[src/rtl/prio_arbiter_reg.sv]
// prio_arbiter_reg
//   Registered N-way priority arbiter with fixed-priority and round-robin modes.
//   A grant is latched into registers and then held until the consumer
//   acknowledges it.
//
// Ports
//   clk        system clock, rising edge
//   rst        asynchronous, active-high reset
//   req        request vector, bit i = source i
//   mode       0 = fixed priority (highest index wins), 1 = round-robin
//   ack        consumer accepts the current grant
//   valid      grant outputs hold a live grant
//   grant_idx  encoded index of the granted source
//   grant_oh   one-hot of grant_idx, all zero while valid=0
//   multi      more than one request was pending when the grant was taken
//   rr_ptr     current round-robin top-priority index
//
// Handshake: a grant is presented while valid=1 and is consumed on any rising
// edge where valid=1 and ack=1. In that same edge a new grant may be taken
// (back-to-back), so valid can stay high. ack while valid=0 has no effect.
// Once presented, grant_idx/grant_oh/multi do not change until consumed.
//
// The FSM state is directly observable: HOLD exactly when valid=1.

module prio_arbiter_reg #(
   parameter int N = 8,
   localparam int W = (N > 1) ? $clog2(N) : 1
) (
   input  logic         clk,
   input  logic         rst,
   input  logic [N-1:0] req,
   input  logic         mode,
   input  logic         ack,
   output logic         valid,
   output logic [W-1:0] grant_idx,
   output logic [N-1:0] grant_oh,
   output logic         multi,
   output logic [W-1:0] rr_ptr
);

   typedef enum logic {IDLE = 1'b0, HOLD = 1'b1} state_t;

   localparam logic [N-1:0] ONE_N   = N'(1);
   localparam logic [W-1:0] TOP_IDX = W'(N - 1);

   state_t       state;
   logic [W-1:0] ack_ptr;     // pointer after the current grant is consumed
   logic [W-1:0] ptr_eff;     // pointer in force for this arbitration
   logic [W-1:0] pick;
   logic [W-1:0] cand_w;
   logic         req_any;
   logic         req_multi;
   logic         consume;
   int           cand;

   assign req_any   = |req;
   // Clearing the lowest set bit leaves something iff two or more bits are set.
   assign req_multi = |(req & (req - ONE_N));
   assign consume   = (state == HOLD) && ack;

   // Granted source drops to lowest priority; wraps modulo N.
   assign ack_ptr = (grant_idx == '0) ? TOP_IDX : (grant_idx - 1'b1);
   // On a consuming edge the re-arbitration already sees the updated pointer.
   assign ptr_eff = consume ? ack_ptr : rr_ptr;

   // Selection: each loop walks from lowest to highest priority so the
   // last hit, i.e. the highest-priority set bit, is the one kept.
   always_comb begin
      pick   = '0;
      cand   = 0;
      cand_w = '0;
      if (!mode) begin
         for (int i = 0; i < N; i++) begin
            if (req[W'(i)]) pick = W'(i);
         end
      end else begin
         // Priority order: ptr, ptr-1, ..., 0, N-1, ..., ptr+1.
         for (int k = N - 1; k >= 0; k--) begin
            cand   = (int'(ptr_eff) - k + N) % N;
            cand_w = W'(cand);
            if (req[cand_w]) pick = cand_w;
         end
      end
   end

   always_ff @(posedge clk or posedge rst) begin
      if (rst) begin
         state     <= IDLE;
         valid     <= 1'b0;
         grant_idx <= '0;
         grant_oh  <= '0;
         multi     <= 1'b0;
         rr_ptr    <= TOP_IDX;
      end else begin
         case (state)
            IDLE: begin
               if (req_any) begin
                  state     <= HOLD;
                  valid     <= 1'b1;
                  grant_idx <= pick;
                  grant_oh  <= ONE_N << pick;
                  multi     <= req_multi;
               end
            end
            HOLD: begin
               if (ack) begin
                  rr_ptr <= ack_ptr;
                  if (req_any) begin
                     grant_idx <= pick;
                     grant_oh  <= ONE_N << pick;
                     multi     <= req_multi;
                  end else begin
                     // grant_idx and multi keep their last values.
                     state    <= IDLE;
                     valid    <= 1'b0;
                     grant_oh <= '0;
                  end
               end
            end
            default: begin
               state <= IDLE;
               valid <= 1'b0;
            end
         endcase
      end
   end

endmodule

[config.mk]
export PLATFORM = sky130hd
export DESIGN_NAME = prio_arbiter_reg
export DESIGN_NICKNAME = d
export VERILOG_FILES = /design/src/rtl/prio_arbiter_reg.sv
export SDC_FILE = /design/constraint.sdc
export NUM_CORES = 1
export LEC_CHECK = 0
export ABC_AREA = 1
export BUFFER_PORTS_ARGS = -buffer_cell sky130_fd_sc_hd__buf_2
export CORE_ASPECT_RATIO = 1.2
export CORE_UTILIZATION = 45
export DETAILED_ROUTE_END_ITERATION = 7
export PLACE_DENSITY = 0.66
export SKIP_CTS_REPAIR_TIMING = 1
export SLEW_MARGIN = 20
export SYNTH_ARGS = -nofsm -noshare
export SYNTH_HDL_FRONTEND = slang
export SYNTH_SLANG_ARGS = --single-unit
[constraint.sdc]
create_clock -name clk -period 6.1 [get_ports clk]
set_input_delay 0.305 -clock clk [delete_from_list [all_inputs] [get_ports clk]]
set_output_delay 0.305 -clock clk [all_outputs]
set_load 0.005 [all_outputs]
==> results.md <==
* Routed len/inst at 12.0 um
* Crit end category: register
* Final Non-Filler Cells at 328
* RR Startpoint: grant_idx[0]
* Post-Syn Area at 1680 um^2
* GP Congestion at 0.882
* Yosys reg bits at 17
* Root Buffer: clkbuf_8
* Clock share of power at 0.073
* Clk sink count at 17
* Final instance area at 1910 um^2
* Inst Count DP at 324
* Switching Fraction at 0.556
* CP startpoint: grant_idx[0]
* Final Net Count at 307
* HPWL after detailed placement at 3.25 mm
* I/O pin count at 28
* Relative slew slack at 0.385
* WP data arrival at 3160 ps
* Comb power frac at 0.771
* Internal power at 0.518 mW
* Slew of the pin with the lowest slew margin at 913 ps
* Worst R2R Path Depth at 24
* First-pass GRT wire length at 6.93 mm
* Die height at 68.9 um
* DRT iter0 DRCs at 80
* Drt total wl at 3.93 mm
* Cell row count at 23
* Psw at 0.648 mW
* Vias per std cell at 5.12
* Setup crit start kind: register
* Most common cell after layout, fill and taps aside: nand2_1
* Vias in the first global route at 1613
* Critical path peak fanout at 9
* Drt first pass iters at 4
* Syn Nets at 275
* Syn_area_per_cell at 6.45 um^2
* Setup Viol. Count Final at 0
* FF-to-FF End: grant_oh[1]
* Setup TNS Final at 0 ps
* Initial antenna violation count at 0
* Bufs on Longest Clock Path at 2
* Routed vias at 1680
* Largest net degree at the start of global routing at 18
* GRT Util Overall at 0.223
* Seq/Total Area, Yosys at 0.256
* # Max-Cap Violations at 0
* Leak pwr at 1.09 nW
* Max VDD drop at 296 uV
* Die width at 57.7 um
* CTS Buf Count at 3
* Final worst path period share at 0.485
* Clock skew at 1.19 ps
* Reg-to-reg slack, setup at 3140 ps
* Later-pin clock latency in the skew report at 250 ps
* Synth Warn # at 0
* Tot Pwr at 1.17 mW
* DRC errors left at 0
* # port buffers at 27
* Initial Utilization at 0.486
* Worst hold-check path type: input port to asynchronous set/reset pin
* CTS tree: done
* Antenna viol nets, final at 0
* Minimum clock period at 2960 ps
* Pwr dens at 612 nW/um^2
* Die area at 3980 um^2
* Core Area at 3450 um^2
* Fmax achieved at 0.338 GHz
* H-tree levels at 1
* Clk pin slew, worst setup/hold paths at 70 ps
* Synthesis-to-layout area growth at 13.6%
* Gr ovfl total at 0
* Worst setup path end: grant_oh[1]
* Post-synthesis cell count at 260
* Outcome: completed
* Kind of critical path: register to register
* Area after DPL at 1860 um^2
* Fin. Hold Viols at 0
* Fraction of layout cells with a size suffix above 1 at 0.271
* Most frequent cells in the layout: nand2_1 (84), nand3_1 (43), inv_1 (36), buf_2 (27), nand2_2 (22)
* Sequential Power Share at 0.155
* Required @ worst endpoint at 6290 ps
* RSZ-0062 raised after global routing: no
* ANT cells at 0
* Unique masters post-synth at 23
* Slew Limit Fails at 0
worst min path at each step:
stage | depth (start not counted) | slack [ps] | end
floorplan | 1 | 230 | grant_idx[0]
global placement | 2 | 420 | state
detailed placement | 2 | 420 | state
CTS | 2 | 140 | grant_idx[2]
global route | 2 | 180 | state
finish | 2 | 120 | valid
metrics by stage:
step                      setup WS [ps]  hold WS, ps   util
final                              3140          122  0.552
after global routing               2730          179  0.552
after CTS                          3150          144  0.552
after detailed placement           3160          420  0.538
after global placement             3200          418  0.538
after floorplan                    3420          229      -
critical path: stages, from the launching register on:
cell and delay, ps:
dfrtp_1 380, inv_1 80, ha_1 200, ha_1 190
inv_1 50, nand2_1 110, nand2_8 140, nand2_1 60
ha_1 370, inv_1 150, nand3_1 120, nand2_2 70
nand2_2 70, nand2_2 70, inv_2 60, nand2_1 40
nand2_1 50, nand2_1 50, nand2_1 50, nand2_1 60
a21oi_2 160, nand2_1 80, nand2_2 110, nand3_1 100
nand2_1 70
metal layers:
| layer | global-route usage | up-vias | routed length [um] |
|---|---|---|---|
| met2 | 0.408 | 33 | 1890 |
| met3 | 0.00933 | 11 | 92 |
| li1 | - | 890 | - |
| met5 | 0 | - | 0 |
| met1 | 0.280 | 746 | 1830 |
| met4 | 0.0863 | 0 | 111 |
synthesized netlist by cell type:
| cell type | instances | share of area |
|---|---|---|
| a2111oi_0 | 1 | 0.0052 |
| a21oi_1 | 10 | 0.030 |
| a21oi_2 | 2 | 0.010 |
| a21oi_4 | 2 | 0.019 |
| dfrtp_1 | 14 | 0.21 |
| dfstp_2 | 3 | 0.047 |
| ha_1 | 3 | 0.022 |
| inv_1 | 36 | 0.081 |
| inv_2 | 3 | 0.0067 |
| inv_6 | 1 | 0.0052 |
| nand2_1 | 84 | 0.19 |
| nand2_2 | 22 | 0.082 |
| nand2_4 | 6 | 0.040 |
| nand2_8 | 2 | 0.024 |
| nand3_1 | 43 | 0.13 |
| nand3_2 | 3 | 0.018 |
| nor2_1 | 11 | 0.025 |
| nor2_2 | 2 | 0.0075 |
| nor4_1 | 1 | 0.0037 |
| o21ai_0 | 7 | 0.021 |
| o21ai_1 | 1 | 0.0030 |
| o21ai_4 | 2 | 0.019 |
| o221ai_1 | 1 | 0.0052 |
layout make-up:
type	count	area, um^2
multi-input cells	203	1090
repair buffers	27	135
fillers	352	1550
clock buffers	3	41.3
flip-flops and latches	17	429
well taps	37	46.3
clock inverters	1	5.00
inverters	40	155
power groups by stage:
stage,combinational [mW],sequential [mW],clock [mW]
4_1_cts,0.904,0.182,0.0855
2_1_floorplan,0.718,0.186,0
3_3_place_gp,0.899,0.182,0
3_5_place_dp,0.900,0.184,0
6_report,0.899,0.181,0.0853
5_1_grt,1.04,0.187,0.0910
logic make-up (layout without fill, tap and decap cells):
kind of cell / count (synthesis) / after routing / synth area share
AOI/OAI and AO/OA: 26 / 26 / 0.113
DFF: 17 / 17 / 0.256
adders and majority gates: 3 / 3 / 0.0224
buffers and inverters: 40 / 71 / 0.0925
and+or+nand+nor: 174 / 174 / 0.516
state kept, by name, indices dropped and copies added (netlist names):
register and count:
rr_ptr 3, grant_idx 3, multi 1, valid 1
state 1, grant_oh 8
No activity file was read; power rests on OpenSTA's default activity.
